## config.mk

```make
export PLATFORM = sky130hd
export DESIGN_NAME = tail_lamp_pwm_driver_flat
export DESIGN_NICKNAME = d
export VERILOG_FILES = /design/src/rtl/tail_lamp_pwm_driver_pkg.sv /design/src/rtl/tail_lamp_pwm_driver_if.sv /design/src/rtl/tail_lamp_pwm_driver_channel.sv /design/src/rtl/tail_lamp_pwm_driver.sv /design/src/flat_wrapper.sv
export SDC_FILE = /design/constraint.sdc
export NUM_CORES = 1
export LEC_CHECK = 0
export BUFFER_PORTS_ARGS = -buffer_cell sky130_fd_sc_hd__clkbuf_2
export CAP_MARGIN = 30
export CORE_ASPECT_RATIO = 2
export CORE_MARGIN = 2
export CORE_UTILIZATION = 45
export CTS_CLUSTER_DIAMETER = 120
export CTS_CLUSTER_SIZE = 10
export DETAILED_ROUTE_END_ITERATION = 8
export GPL_TIMING_DRIVEN = 0
export PLACE_DENSITY = 0.62
export SKIP_LAST_GASP = 1
export SLEW_MARGIN = 20
export SYNTH_ARGS = -nofsm -noshare
export SYNTH_HDL_FRONTEND = slang
export SYNTH_SLANG_ARGS = --single-unit
```

## constraint.sdc

```tcl
create_clock -name dimClk -period 2.5 [get_ports dimClk]
set_input_delay 0.375 -clock dimClk [delete_from_list [all_inputs] [get_ports dimClk]]
set_output_delay 0.375 -clock dimClk [all_outputs]
set_load 0.02 [all_outputs]
```

## src/rtl/tail_lamp_pwm_driver_pkg.sv

```systemverilog
// -----------------------------------------------------------------------------
// tail_light_pkg
// Shared definitions for the tail-light output stage: lamp count, the bit
// position of each lamp in the request / drive vectors, and the default PWM
// resolution.
// -----------------------------------------------------------------------------
package tail_light_pkg;

    localparam int NUM_LAMPS    = 6;

    // Bit positions inside lamp_req / lamp_pwm / lamp_steady.
    localparam int LAMP_LC      = 5;
    localparam int LAMP_LB      = 4;
    localparam int LAMP_LA      = 3;
    localparam int LAMP_RA      = 2;
    localparam int LAMP_RB      = 1;
    localparam int LAMP_RC      = 0;

    localparam int PWM_BITS_DEF = 8;

endpackage

```

## src/rtl/tail_lamp_pwm_driver_if.sv

```systemverilog
// -----------------------------------------------------------------------------
// tail_lamp_pwm_driver_if
// Lamp request / drive bundle between the tail-light controller side and the
// PWM output stage.
//   lights       : headlights on (asynchronous to dimClk)
//   lamp_req     : per-lamp on-request, bit5..0 = Lc, Lb, La, Ra, Rb, Rc
//   lamp_pwm     : per-lamp PWM bulb drive, same bit order
//   period_start : one-cycle pulse at the start of every PWM period
//   lamp_steady  : per-lamp flag, level has reached its target
// master = controller side, slave = PWM driver.
// -----------------------------------------------------------------------------
interface tail_lamp_pwm_driver_if;
    import tail_light_pkg::*;

    logic                 lights;
    logic [NUM_LAMPS-1:0] lamp_req;
    logic [NUM_LAMPS-1:0] lamp_pwm;
    logic                 period_start;
    logic [NUM_LAMPS-1:0] lamp_steady;

    modport master (
        output lights,
        output lamp_req,
        input  lamp_pwm,
        input  period_start,
        input  lamp_steady
    );

    modport slave (
        input  lights,
        input  lamp_req,
        output lamp_pwm,
        output period_start,
        output lamp_steady
    );

endinterface

```

## src/rtl/tail_lamp_pwm_driver_channel.sv

```systemverilog
// -----------------------------------------------------------------------------
// lamp_ramp_channel
// One bulb: selects the brightness target, ramps the level toward it once per
// PWM period with saturating steps, and compares against the shared counter.
// Ports:
//   dimClk, reset : clock, synchronous active-high reset
//   req_s         : synchronised on-request for this lamp
//   lights_s      : synchronised headlights-on
//   cnt           : shared free-running PWM counter
//   wrap          : high while cnt is at its maximum (level update edge)
//   pwm           : registered bulb drive
//   steady        : registered "level equals target"
// -----------------------------------------------------------------------------
module lamp_ramp_channel #(
    parameter int PWM_BITS  = 8,
    parameter int DIM_DUTY  = 32,
    parameter int RAMP_STEP = 16
) (
    input  logic                dimClk,
    input  logic                reset,
    input  logic                req_s,
    input  logic                lights_s,
    input  logic [PWM_BITS-1:0] cnt,
    input  logic                wrap,
    output logic                pwm,
    output logic                steady
);

    localparam logic [PWM_BITS-1:0] LVL_MAX = {PWM_BITS{1'b1}};
    localparam logic [PWM_BITS-1:0] LVL_DIM = PWM_BITS'(DIM_DUTY);
    localparam logic [PWM_BITS:0]   STEP_W  = (PWM_BITS+1)'(RAMP_STEP);

    logic [PWM_BITS-1:0] tgt;
    logic [PWM_BITS-1:0] lvl;

    // One ramp step toward tgt. Done one bit wider so cur+step and tgt+step
    // cannot wrap; the result is clamped to tgt so it never overshoots.
    function automatic logic [PWM_BITS-1:0] ramp_next(
        input logic [PWM_BITS-1:0] cur,
        input logic [PWM_BITS-1:0] goal
    );
        logic [PWM_BITS:0] cur_w;
        logic [PWM_BITS:0] goal_w;
        logic [PWM_BITS:0] res_w;
        cur_w  = {1'b0, cur};
        goal_w = {1'b0, goal};
        res_w  = cur_w;
        if (cur_w < goal_w) begin
            res_w = ((cur_w + STEP_W) > goal_w) ? goal_w : (cur_w + STEP_W);
        end else if (cur_w > goal_w) begin
            res_w = (cur_w >= (goal_w + STEP_W)) ? (cur_w - STEP_W) : goal_w;
        end
        return res_w[PWM_BITS-1:0];
    endfunction

    // Request wins over parking light.
    always_comb begin
        tgt = '0;
        if (req_s) begin
            tgt = LVL_MAX;
        end else if (lights_s) begin
            tgt = LVL_DIM;
        end
    end

    always_ff @(posedge dimClk) begin
        if (reset) begin
            lvl    <= '0;
            pwm    <= 1'b0;
            steady <= 1'b1;
        end else begin
            if (wrap) begin
                lvl <= ramp_next(lvl, tgt);
            end
            // Full level is forced on so the bulb never blinks off at cnt==MAX.
            pwm    <= (lvl == LVL_MAX) | (cnt < lvl);
            steady <= (lvl == tgt);
        end
    end

endmodule

```

## src/rtl/tail_lamp_pwm_driver.sv

```systemverilog
// -----------------------------------------------------------------------------
// tail_lamp_pwm_driver
// PWM output stage for the six tail lamps. Synchronises the lamp requests and
// the headlight flag into dimClk, runs the shared PWM counter, and hands each
// lamp to its own ramp channel.
// Ports:
//   dimClk : block clock
//   reset  : synchronous, active-high
//   bus    : lamp request / drive bundle (slave side), see
//            tail_lamp_pwm_driver_if
// -----------------------------------------------------------------------------
module tail_lamp_pwm_driver
    import tail_light_pkg::*;
#(
    parameter int PWM_BITS  = PWM_BITS_DEF,
    parameter int DIM_DUTY  = 32,
    parameter int RAMP_STEP = 16
) (
    input  logic                  dimClk,
    input  logic                  reset,
    tail_lamp_pwm_driver_if.slave bus
);

    logic [NUM_LAMPS-1:0] req_p0;
    logic [NUM_LAMPS-1:0] req_s;
    logic                 lights_p0;
    logic                 lights_s;
    logic [PWM_BITS-1:0]  cnt;
    logic                 wrap;
    logic                 period_start_r;
    logic [NUM_LAMPS-1:0] pwm_w;
    logic [NUM_LAMPS-1:0] steady_w;

    // Two-flop synchronisers; only the second stage is used downstream.
    always_ff @(posedge dimClk) begin
        if (reset) begin
            req_p0    <= '0;
            req_s     <= '0;
            lights_p0 <= 1'b0;
            lights_s  <= 1'b0;
        end else begin
            req_p0    <= bus.lamp_req;
            req_s     <= req_p0;
            lights_p0 <= bus.lights;
            lights_s  <= lights_p0;
        end
    end

    // Free-running PWM counter. period_start is registered from cnt==0, so
    // it is high while cnt==1, aligned with the first pwm output of a period.
    always_ff @(posedge dimClk) begin
        if (reset) begin
            cnt            <= '0;
            period_start_r <= 1'b0;
        end else begin
            cnt            <= cnt + PWM_BITS'(1);
            period_start_r <= (cnt == '0);
        end
    end

    assign wrap = &cnt;

    for (genvar i = 0; i < NUM_LAMPS; i++) begin : g_lamp
        lamp_ramp_channel #(
            .PWM_BITS  (PWM_BITS),
            .DIM_DUTY  (DIM_DUTY),
            .RAMP_STEP (RAMP_STEP)
        ) u_channel (
            .dimClk   (dimClk),
            .reset    (reset),
            .req_s    (req_s[i]),
            .lights_s (lights_s),
            .cnt      (cnt),
            .wrap     (wrap),
            .pwm      (pwm_w[i]),
            .steady   (steady_w[i])
        );
    end

    assign bus.lamp_pwm     = pwm_w;
    assign bus.lamp_steady  = steady_w;
    assign bus.period_start = period_start_r;

endmodule

```

## src/flat_wrapper.sv

```systemverilog
// flat-port wrapper written by rule: the top's interface ports become plain ports
module tail_lamp_pwm_driver_flat import tail_light_pkg::*;
#(
    parameter int PWM_BITS  = PWM_BITS_DEF,
    parameter int DIM_DUTY  = 32,
    parameter int RAMP_STEP = 16
)
  (dimClk, reset, bus_lights, bus_lamp_req, bus_lamp_pwm, bus_period_start, bus_lamp_steady);
  tail_lamp_pwm_driver_if bus_i ();
  input  logic dimClk;
  input  logic reset;
  input wire logic [$bits(bus_i.lights)-1:0] bus_lights;
  input wire logic [$bits(bus_i.lamp_req)-1:0] bus_lamp_req;
  output wire logic [$bits(bus_i.lamp_pwm)-1:0] bus_lamp_pwm;
  output wire logic [$bits(bus_i.period_start)-1:0] bus_period_start;
  output wire logic [$bits(bus_i.lamp_steady)-1:0] bus_lamp_steady;
  assign bus_i.lights = bus_lights;
  assign bus_i.lamp_req = bus_lamp_req;
  assign bus_lamp_pwm = bus_i.lamp_pwm;
  assign bus_period_start = bus_i.period_start;
  assign bus_lamp_steady = bus_i.lamp_steady;
  tail_lamp_pwm_driver #(.PWM_BITS(PWM_BITS), .DIM_DUTY(DIM_DUTY), .RAMP_STEP(RAMP_STEP)) u_core (.dimClk(dimClk), .reset(reset), .bus(bus_i));
endmodule
```

==> results by group, run 1 <==
Outcome
  • Status: completed

Placed design
  • Post-DP HPWL: 12.5 mm
  • Final RePlAce weighted congestion: 0.890
  • Count of input and output buffers: 20
  • Dpl cells: 1005

Die
  • Die area: 15900 um2
  • Initial Utilization: 0.455
  • Core region area: ~15000 um2
  • Die W: between 90 and 100 um
  • Die height: 176 um
  • Top Ports: 22
  • Core Rows: 63

Synthesis
  • Synth warnings: 0
  • Post-synth EDFFs: 0
  • Mapped cell area: 6670 um2
  • Seq cells post-synth: 65
  • Syn avg cell area: 8.50 um2
  • Async SR Flop Fraction: 0
  • Cell variety after synth: 70
  • Seq/Total Area, Yosys: 0.195
  • Post-Syn Instances: around 790
  • Most frequently used flop master after synthesis: dfxtp_1

Worst hold path
  • Hold Crit Start: bus_lights
  • Worst Hold Class: in -> reg

STA
  • Slew HR: 0.392
  • Worst slew pin tran: 0.912 ns
  • Pins Over Slew Limit: 0
  • Final count of hold timing violations: 0
  • Fin crit share: 0.982
  • Final setup viols: 0
  • Clk_skew: approximately 0.012 ns
  • Min Clock Period, post-route: 2.46 ns
  • RSZ-0062 raised after global routing: yes
  • Max Fclk: just over 400 MHz

Final layout
  • Layout cell share with drive strength beyond 1: 0.308
  • Commonest non-fill, non-tap cell in the layout: ha_1
  • Final nets: ~1000
  • Most frequent cells in the layout: 120 x ha_1, 66 x buf_4, 50 x inv_1, 40 x nor2_1, 38 x dfxtp_1
  • Antenna cell count: 0
  • Post-Layout Cell Count: 1080
  • Layout Area Growth over Synthesis: 31.0%
  • FILL cells: between 1000 and 1500

Setup path
  • CP Capture Type: flop
  • Crit path launch type: flop
  • Critical Path AT: 2.63 ns
  • Critical path type: reg -> reg
  • CP startpoint: u_core.req_s[1]
  • Critical path required time: approximately 2.7 ns
  • Worst r2r src: u_core.req_s[1]
  • Worst Path Max Fanout: 12

Global routing
  • Number of global-route vias before repair: 6022
  • First-pass GRT wire length: roughly 30 mm
  • Largest net degree at the start of global routing: 13
  • Grt total ovfl: 0
  • Total GRT Usage: 0.236
  • Initial antenna violation count: 0

Power
  • Worst VDD drop: 424 uV
  • Power Dens Cells: 376 nW/um2
  • LEAKAGE: about 3.7 nW
  • Tot Pwr: 3.28 mW

Detailed routing
  • Final WL: 19.7 mm
  • # DRC: 0
  • Vias per cell: 5.81
  • Routed Antenna Nets: 0
  • Via count: 6274
  • Avg WL per Cell: ~18 um
  • Initial DRC count: ~310
  • Drt pass-1 iters: 4

Clocking
  • CTS tree: done
  • CTS clk-pin slew, worst paths: approximately 0.050 ns
  • Clk buf depth: 2
  • Worst-Skew Late Latency: ~0.34 ns
  • Clock Root Buffer: clkbuf_16
  • Clock sinks: 65
  • H-tree depth: 3
  • CTS Buf Count: 9

Flow run
  • MaxCap Viol Count: 0
## kinds of logic after synthesis
| group | share of synthesized area |
|---|---|
| compound gates | 0.249 |
| simple gates | 0.172 |
| fa+ha+maj | 0.274 |
| buf+inv | 0.0647 |
| flops | 0.195 |
| xor+xnor | 0.0355 |
| mux | 0.00901 |
| other cells | 0.000562 |
## layout make-up
class | instances | area [um2] | area share
repair buffers | 81 | 604 | 0.0692
clock inverters | 5 | 104 | 0.0119
clock buffers | 11 | 233 | 0.0266
inverters | 59 | 254 | 0.0291
well taps | 195 | 244 | 0.0279
multi-input cells | 631 | 5640 | 0.645
flip-flops and latches | 65 | 1380 | 0.157
plain buffers | 33 | 284 | 0.0325
## worst paths after layout
check / cells past startpoint / slack [ns] / end
worst max-delay path: 11 / 0.04 / u_core.g_lamp[1].u_channel.lvl[4]
worst min-delay path: 2 / 0.24 / u_core.lights_p0
worst max register to register: 11 / 0.04 / u_core.g_lamp[1].u_channel.lvl[4]
worst min register to register: 1 / 0.44 / u_core.req_s[1]
## worst max-delay path: stages (launching register included)
cell and delay [ns]:
dfxtp_2 0.34, buf_6 0.15, inv_8 0.07, ha_1 0.21, o21bai_4 0.18, a2111oi_4 0.41
buf_4 0.18, o2bb2ai_2 0.10, mux2i_2 0.29, nand2_1 0.10, a21oi_1 0.19, a311oi_2 0.06
## routing by layer
metal | wire [um] | track usage
met1 | 8420 | 0.293
met2 | 9920 | 0.409
met3 | 671 | 0.0269
met4 | 655 | 0.108
met5 | 0 | 0
## through the flow
step | worst slack (ns) | setup TNS [ns] | hold slack [ns] | utilization | instance area, um2
2_1_floorplan | -0.0382 | -0.0382 | 0.414 | - | 6700
3_3_place_gp | -0.497 | -9.97 | 0.419 | 0.480 | 7040
3_5_place_dp | -0.540 | -10.70 | 0.428 | 0.480 | 7040
4_1_cts | 0.000743 | 0 | 0.242 | 0.547 | 8020
5_1_grt | -0.0881 | -0.502 | 0.249 | 0.596 | 8740
6_report | 0.0449 | 0 | 0.245 | 0.596 | 8740
## power by group
part	internal, mW	total [mW]	switching, mW
registers	1.06	1.08	0.0233
clock network	0.975	1.46	0.481
logic	0.338	0.746	0.408
## cells in the mapped netlist, types with 3 or more instances
master       n  area share
o211ai_1     8      0.0090
and2_1       5      0.0047
o21a_1       5      0.0056
buf_6        4      0.0068
and3_1       7      0.0066
o2111a_1     3      0.0051
nor3_1      17       0.013
or2_2        4      0.0038
a31oi_1     11       0.010
a21boi_0    10       0.011
nor2_1      45       0.025
or4_1        4      0.0045
clkbuf_1    20       0.011
o21bai_1     8      0.0090
a221oi_1     9       0.012
nand3_1     30       0.023
a22oi_1      6      0.0068
a211oi_1     9       0.010
a21oi_1     44       0.033
xnor2_1     17       0.022
o21ai_0     43       0.032
xor2_1      10       0.013
inv_1       59       0.033
a211o_1      7      0.0092
nor3b_1      6      0.0068
nand2b_1     9      0.0084
a311oi_1     3      0.0039
buf_4       12       0.014
or3_1       12       0.011
a2bb2oi_1    3      0.0039
nand2_1     42       0.024
mux2i_1      6      0.0090
a2111oi_4    5       0.021
ha_1       146        0.27
o32a_1       3      0.0045
o21ai_1      3      0.0023
a21o_1      18       0.020
o2111ai_1    3      0.0039
nor2b_1     24       0.023
dfxtp_1     65        0.20
## sequential cells by signal (all words and copies together) (netlist names)
name                            flops
u_core.g_lamp.u_channel.steady      6
u_core.req_s                        6
u_core.bus.period_start             1
u_core.req_p0                       6
u_core.g_lamp.u_channel.lvl        30
u_core.lights_s                     1
u_core.lights_p0                    1
u_core.g_lamp.u_channel.pwm         6
u_core.cnt                          8
## repair_timing
item | CTS | global route
resized for setup | 103 | 117
pin swaps | 26 | 58
endpoints found under the setup margin | 30 | 30
hold buffers | 0 | 0
buffers inserted | 29 | 32
gates cloned | 0 | 1
(Power assumes the default switching activity.)
==> run 2: changes to the inputs <==
--- a/config.mk
+++ b/config.mk
@@ -7,7 +7,7 @@
 export LEC_CHECK = 0
 export BUFFER_PORTS_ARGS = -buffer_cell sky130_fd_sc_hd__clkbuf_2
 export CAP_MARGIN = 30
-export CORE_ASPECT_RATIO = 2
+export CORE_ASPECT_RATIO = 0.75
 export CORE_MARGIN = 2
 export CORE_UTILIZATION = 45
 export CTS_CLUSTER_DIAMETER = 120
==> run 2 against run 1 <==
Against the previous run: the run now ends with negative setup slack left; final cell count is 1.1% higher; flip-flop and latch count stayed put; non-clock buffer count is 7 higher; combinational power is 8.7% higher; critical endpoint is now u_core.g_lamp[4].u_channel.lvl[5].
==> results by group, run 2 (synthesized netlist as in run 1, its figures left out) <==
Power
  • Comb pwr share: 0.246 (+0.019)
  • Sw frac: 0.298 (+0.0197)
  • Sw Pwr: 981 uW (+7.5%)
  • Reg power frac: 0.329 (about the same)
  • Power Dens Cells: 364 nW/um2 (-3.2%)
  • LEAKAGE: 3.78 nW (+2.0%)
  • Cell-internal power: 2.31 mW (-2.4%)
  • Part of the power in the clock network: 0.425 (-0.019)
  • Worst VDD drop: 393 uV (-7.3%)

STA
  • Pins Over Slew Limit: 0 (unchanged)
  • Min Clock Period, post-route: 2.56 ns (+0.105 ns)
  • Clk_skew: 0.0112 ns (-0.000423 ns)
  • RSZ-0062 raised after global routing: yes
  • Fin crit share: 1.02 (+0.0421)
  • Max Fclk: 391 MHz (-4.1%)
  • Slew HR: 0.440 (+0.0482)
  • Setup_tns: -0.224 ns (-0.224 ns)
  • Final count of hold timing violations: 0 (unchanged)
  • Final setup viols: 8 (+8)
  • Worst slew pin tran: 0.840 ns (-0.0723 ns)
  • Worst setup margin: -0.0604 ns (-0.105 ns)

Die
  • Core region area: 14500 um2 (-1.4%)
  • Top Ports: 22 (unchanged)
  • Core Rows: 38 (-40%)
  • Die W: 145 um (+60%)
  • Die height: 109 um (-38%)
  • Initial Utilization: 0.461 (+0.00654)
  • Die area: 15800 um2 (-0.31%)

Setup path
  • CP Capture Type: flop
  • Critical path required time: 2.77 ns (+0.09 ns)
  • CP startpoint: u_core.lights_s
  • Worst path buffer plus inverter count: 5 (+2)
  • Largest stage delay on the critical path: 0.35 ns (-0.06 ns)
  • Critical-path cell list: buf_6, buf_12, clkbuf_16, buf_4, nand2_4, ha_4, nor4b_1, a31oi_1, o211ai_1, nand2_2, buf_4, a211o_1, a31oi_1
  • Worst r2r src: u_core.lights_s
  • Worst R2R Setup Slack: -0.06 ns (-0.11 ns)
  • Worst Path Max Fanout: 7 (-5)
  • Worst reg2reg endpoint: u_core.g_lamp[4].u_channel.lvl[5]
  • Slowest-stage cell, CP: dfxtp_2
  • CP Depth: 13 (+2)
  • Critical path type: reg -> reg
  • Worst r2r path cells: 13 (+2)
  • Crit path to: u_core.g_lamp[4].u_channel.lvl[5]
  • Critical Path AT: 2.83 ns (+0.20 ns)
  • Crit path launch type: flop
  • Worst path top cell family by delay: compound AO/OA/AOI/OAI gates

Global routing
  • Largest net degree at the start of global routing: 13 (unchanged)
  • Number of global-route vias before repair: 6128 (+1.8%)
  • Grt total ovfl: 0 (unchanged)
  • Total GRT Usage: 0.255 (+0.0191)
  • First-pass GRT wire length: 31.5 mm (+4.1%)
  • Initial antenna violation count: 0 (unchanged)

Clocking
  • CTS tree: done
  • CTS clk-pin slew, worst paths: 0.06 ns (about the same)
  • CTS Buf Count: 9 (unchanged)
  • Worst-Skew Late Latency: 0.35 ns (about the same)
  • H-tree depth: 3 (unchanged)
  • Clock Root Buffer: clkbuf_16
  • Clock sinks: 65 (unchanged)
  • Clk buf depth: 2 (unchanged)

Detailed routing
  • Vias per cell: 5.85 (+0.67%)
  • Final WL: 20.8 mm (+5.6%)
  • Drt pass-1 iters: 5 (+1)
  • Initial DRC count: 432 (+39%)
  • Avg WL per Cell: 19.0 um (+4.4%)
  • # DRC: 0 (unchanged)
  • Via count: 6386 (+1.8%)
  • Routed Antenna Nets: 0 (unchanged)

Final layout
  • Largest registers: u_core.g_lamp.u_channel.lvl x30, u_core.cnt x8
  • FILL cells: 1164 (-11%)
  • Core Util, Final: 0.626 (+0.0305)
  • Max reg flops: 30 (unchanged)
  • Final nets: 1042 (+0.68%)
  • Commonest non-fill, non-tap cell in the layout: ha_1
  • Antenna cell count: 0 (unchanged)
  • Layout Area Growth over Synthesis: 35.8%
  • Most frequent cells in the layout: 115 x ha_1, 66 x buf_4, 51 x inv_1, 41 x dfxtp_1, 37 x nor2_1
  • Biggest register: u_core.g_lamp.u_channel.lvl
  • Layout cell share with drive strength beyond 1: 0.334 (+0.0256)

Outcome
  • Violated checks: negative setup slack
  • Status: complete, but fails checks

Placed design
  • Post-DP HPWL: 13.3 mm (+6.2%)
  • Final RePlAce weighted congestion: 0.924 (+3.7%)
  • Count of input and output buffers: 20 (unchanged)

Flow run
  • MaxCap Viol Count: 0 (unchanged)

Worst hold path
  • Hold Crit Start: bus_lamp_req[3]
  • Worst Hold Class: in -> reg
-- run 2: worst min-delay path by stage --
stage	endpoint	slack [ns]	cells past startpoint
after floorplan	u_core.lights_s	0.41	1
after global placement	u_core.req_s[3]	0.42	1
after detailed placement	u_core.req_s[5]	0.43	1
after CTS	u_core.req_p0[3]	0.23	2
after global routing	u_core.req_p0[1]	0.26	2
final	u_core.req_p0[3]	0.24	2
-- run 2: metrics by stage --
step                      hold WS, ns  instance area (um2)  instances  setup WS, ns  power, mW
after floorplan                 0.414                 6700        790       -0.0382       1.53
after global placement          0.419                 7050       1010        -0.468       1.65
after detailed placement        0.428                 7050       1010        -0.494       1.67
after CTS                       0.234                 8010       1051       -0.0118       3.15
after global routing            0.260                 9050       1092        -0.144       3.42
final                           0.235                 9050       1092       -0.0604       3.29
-- run 2: worst register-to-register path, cell delays in order (launching register included) --
cell and delay [ns]:
dfxtp_2 0.35, buf_6 0.13, buf_12 0.11, clkbuf_16 0.16
buf_4 0.13, nand2_4 0.04, ha_4 0.26, nor4b_1 0.27
a31oi_1 0.14, o211ai_1 0.20, nand2_2 0.10, buf_4 0.17
a211o_1 0.29, a31oi_1 0.15
-- run 2: repair_timing --
action / 4_1_cts / 5_1_grt
hold buffers: 0 / 0
endpoints found under the setup margin: 30 / 30
cloned: 1 / 0
pin swaps: 29 / 67
resized for setup: 112 / 152
buffers inserted: 25 / 42
-- run 2: cell type report --
| type | count | area (um2) | share of cell area |
|---|---|---|---|
| Sequential cell | 65 | 1370 | 0.151 |
| Timing Repair inverter | 1 | 7.51 | 0.000829 |
| Multi-Input combinational cell | 630 | 5860 | 0.647 |
| Clock buffer | 10 | 229 | 0.0253 |
| Timing Repair Buffer | 87 | 684 | 0.0756 |
| Tap cell | 200 | 250 | 0.0276 |
| Buffer | 34 | 315 | 0.0348 |
| Inverter | 59 | 248 | 0.0274 |
| Clock inverter | 6 | 92.6 | 0.0102 |
-- run 2: power groups by stage --
stage | Clock, mW | Sequential [mW] | Combinational [mW]
after floorplan | 0 | 1.11 | 0.418
after detailed placement | 0 | 1.12 | 0.550
after CTS | 1.41 | 1.09 | 0.653
final | 1.40 | 1.08 | 0.811
after global routing | 1.46 | 1.09 | 0.876
after global placement | 0 | 1.12 | 0.536
-- run 2: metal layers --
layer | vias up | wire [um] | track usage
met5 | - | 0 | 0
met4 | 0 | 514 | 0.0895
met3 | 47 | 1090 | 0.0388
met2 | 200 | 9790 | 0.421
met1 | 3075 | 9380 | 0.341
li1 | 3064 | - | -
==> run 3: changes to the inputs <==
--- a/config.mk
+++ b/config.mk
@@ -9,12 +9,12 @@
 export CAP_MARGIN = 30
 export CORE_ASPECT_RATIO = 0.75
 export CORE_MARGIN = 2
-export CORE_UTILIZATION = 45
+export CORE_UTILIZATION = 30
 export CTS_CLUSTER_DIAMETER = 120
 export CTS_CLUSTER_SIZE = 10
 export DETAILED_ROUTE_END_ITERATION = 8
 export GPL_TIMING_DRIVEN = 0
-export PLACE_DENSITY = 0.62
+export PLACE_DENSITY = 0.45
 export SKIP_LAST_GASP = 1
 export SLEW_MARGIN = 20
 export SYNTH_ARGS = -nofsm -noshare
==> run 3 against run 2 <==
Against the previous run: the run still ends with negative setup slack left; flip-flop and latch count stayed put; hold slack gained 0.010 ns; combinational power down 6.7%; final cell count increased by 7.1%; power down 7.1%; non-clock buffer count fell by 15; via count decreased by 5.9%; global-route usage is 8.6 points lower; critical path type unchanged; largest cell class unchanged; highest routed layer unchanged.
==> results by group, run 3 (synthesized netlist as in run 1, its figures left out) <==
Outcome
  • Status: complete, but fails checks
  • Violated checks: negative setup slack

Detailed routing
  • Initial DRC count: 348 (-19%)
  • Final WL: 20.0 mm (-3.5%)
  • Drt pass-1 iters: 5 (unchanged)
  • Routed Antenna Nets: 0 (unchanged)
  • Avg WL per Cell: 17.1 um (-9.9%)
  • # DRC: 0 (unchanged)
  • Via count: 6011 (-5.9%)
  • Vias per cell: 5.14 (-12%)

Power
  • Power Dens Cells: 345 nW/um2 (-5.0%)
  • LEAKAGE: 3.66 nW (-3.2%)
  • Worst VDD drop: 261 uV (-34%)

Final layout
  • Post-Layout Cell Count: 1170 (+7.1%)
  • Biggest register: u_core.g_lamp.u_channel.lvl
  • Final Instance Area: 8850 um2 (-2.2%)
  • Layout cell share with drive strength beyond 1: 0.312 (-0.0224)
  • Commonest non-fill, non-tap cell in the layout: ha_1
  • Final nets: 1026 (-1.5%)
  • Layout Area Growth over Synthesis: 32.8%
  • Antenna cell count: 0 (unchanged)
  • Max reg flops: 30 (unchanged)
  • Most frequent cells in the layout: 119 x ha_1, 53 x buf_4, 52 x inv_1, 40 x dfxtp_1, 37 x nor2_1
  • Largest registers: u_core.g_lamp.u_channel.lvl x30, u_core.cnt x8

Setup path
  • CP most frequent cell: ha_4
  • Critical path type: reg -> reg
  • Worst reg2reg endpoint: u_core.g_lamp[4].u_channel.lvl[2]
  • Largest stage delay on the critical path: 0.42 ns (+0.07 ns)
  • Critical path required time: 2.70 ns (-0.07 ns)
  • Worst R2R Setup Slack: -0.006 ns (+0.05 ns)
  • Worst path top cell family by delay: adder cells
  • Worst r2r path cells: 11 (-2)
  • Slowest-stage cell, CP: dfxtp_4
  • CP startpoint: u_core.g_lamp[4].u_channel.lvl[4]
  • CP Depth: 11 (-2)
  • Worst path buffer plus inverter count: 2 (-3)
  • Critical Path AT: 2.71 ns (-0.12 ns)
  • CP Capture Type: flop
  • Worst Path Max Fanout: 7 (unchanged)
  • Critical-path cell list: clkinvlp_4, ha_4, ha_4, nand3_4, a21oi_2, o32a_1, nor3_4, buf_6, nand3b_1, mux2i_1, nor2_1
  • Crit path launch type: flop
  • Worst r2r src: u_core.g_lamp[4].u_channel.lvl[4]

Die
  • Initial Utilization: 0.304 (-0.157)
  • Die W: 176 um (+22%)
  • Core Rows: 47 (+24%)
  • Top Ports: 22 (unchanged)
  • Die area: 23500 um2 (+48%)
  • Die height: 133 um (+22%)
  • Core region area: 21900 um2 (+52%)

Global routing
  • Number of global-route vias before repair: 5791 (-5.5%)
  • Total GRT Usage: 0.169 (-0.0862)
  • Largest net degree at the start of global routing: 13 (unchanged)
  • Grt total ovfl: 0 (unchanged)
  • First-pass GRT wire length: 31.3 mm (-0.70%)
  • Initial antenna violation count: 0 (unchanged)

Clocking
  • Clk buf depth: 2 (unchanged)
  • CTS tree: done
  • H-tree depth: 3 (unchanged)
  • Clock Root Buffer: clkbuf_16
  • Clock sinks: 65 (unchanged)
  • CTS Buf Count: 9 (unchanged)
  • CTS clk-pin slew, worst paths: 0.06 ns (about the same)
  • Worst-Skew Late Latency: 0.34 ns (about the same)

STA
  • Hold Slack: 0.246 ns (+0.0101 ns)
  • Final count of hold timing violations: 0 (unchanged)
  • Worst setup margin: -0.00624 ns (+0.0542 ns)
  • Final setup viols: 1 (-7)
  • Max Fclk: 399 MHz (+2.2%)
  • Worst slew pin tran: 0.990 ns (+0.150 ns)
  • Clk_skew: 0.00579 ns (-0.00546 ns)
  • Fin crit share: 1.00 (-0.0217)
  • Slew HR: 0.340 (-0.100)
  • RSZ-0062 raised after global routing: yes
  • Min Clock Period, post-route: 2.51 ns (-0.0542 ns)
  • Pins Over Slew Limit: 0 (unchanged)
  • Setup_tns: -0.00624 ns (+0.218 ns)

Placed design
  • Count of input and output buffers: 20 (unchanged)
  • Dpl cells: 1104 (+9.3%)
  • Post-DP Area: 7170 um2 (+1.7%)
  • Post-DP HPWL: 13.6 mm (+2.4%)
  • Final RePlAce weighted congestion: 0.774 (-16%)

Worst hold path
  • WHS Endpoint: u_core.req_p0[0]
  • Hold Path Depth: 2 (unchanged)
  • Worst Hold Class: in -> reg
  • Hold Crit Start: bus_lamp_req[0]

Flow run
  • MaxCap Viol Count: 0 (unchanged)
-- run 3: cell count changes in the layout (fill, tap and decap cells not counted), sizes merged --
cell and delta:
clkinv +1, bufinv -2, buf -14, clkinvlp -1
-- run 3: power breakdown --
group | internal [mW] | switching [mW] | leakage [nW]
logic | 0.343 | 0.413 | 2.97
clock network | 0.720 | 0.498 | 0.137
registers | 1.06 | 0.0253 | 0.546
-- run 3: timing repair --
action / CTS / global route
hold buffers: 0 / 0
pin swaps: 25 / 47
setup buffers: 28 / 24
resized for setup: 112 / 130
endpoints found under the hold margin: 0 / 0
endpoints found under the setup margin: 30 / 30
gates cloned: 1 / 0
-- run 3: how the worst max path moves through the flow --
stage | slack, ns | to
2_1_floorplan | -0.04 | u_core.g_lamp[2].u_channel.lvl[4]
3_3_place_gp | -0.71 | u_core.g_lamp[2].u_channel.lvl[6]
3_5_place_dp | -0.62 | u_core.g_lamp[2].u_channel.lvl[6]
4_1_cts | -0.05 | u_core.g_lamp[2].u_channel.lvl[6]
5_1_grt | -0.10 | u_core.g_lamp[2].u_channel.lvl[6]
6_report | -0.006 | u_core.g_lamp[4].u_channel.lvl[2]
-- run 3: per-stage QoR --
| stage | setup WS [ns] | utilization | total power [mW] |
|---|---|---|---|
| 6_report | -0.00624 | 0.404 | 3.06 |
| 5_1_grt | -0.102 | 0.404 | 3.22 |
| 4_1_cts | -0.0502 | 0.372 | 3.00 |
| 3_5_place_dp | -0.617 | 0.327 | 1.67 |
| 3_3_place_gp | -0.711 | 0.327 | 1.68 |
| 2_1_floorplan | -0.0382 | - | 1.53 |
-- run 3: area by class of cell --
cell class              count  area, um2
inverters                  59        248
clock inverters             5       30.0
repair buffers             73        576
plain buffers              33        288
well taps                 294        368
fillers                  2188      13100
flip-flops and latches     65       1370
clock buffers              11        253
multi-input cells         630       5720
-- run 3: worst reg2reg max path, stage by stage, from the launching register on --
cell and delay (ns):
dfxtp_4 0.42, clkinvlp_4 0.17, ha_4 0.29, ha_4 0.25, nand3_4 0.09, a21oi_2 0.04, o32a_1 0.39, nor3_4 0.23
buf_6 0.15, nand3b_1 0.11, mux2i_1 0.18, nor2_1 0.05
-- run 3: per-layer routing --
metal  track usage  share of wire  vias to the layer above
met3        0.0308          0.033                       22
met5             0              0                        -
met2         0.251           0.43                      105
met4        0.0395          0.016                        0
met1         0.251           0.52                     2850
li1              -              -                     3034
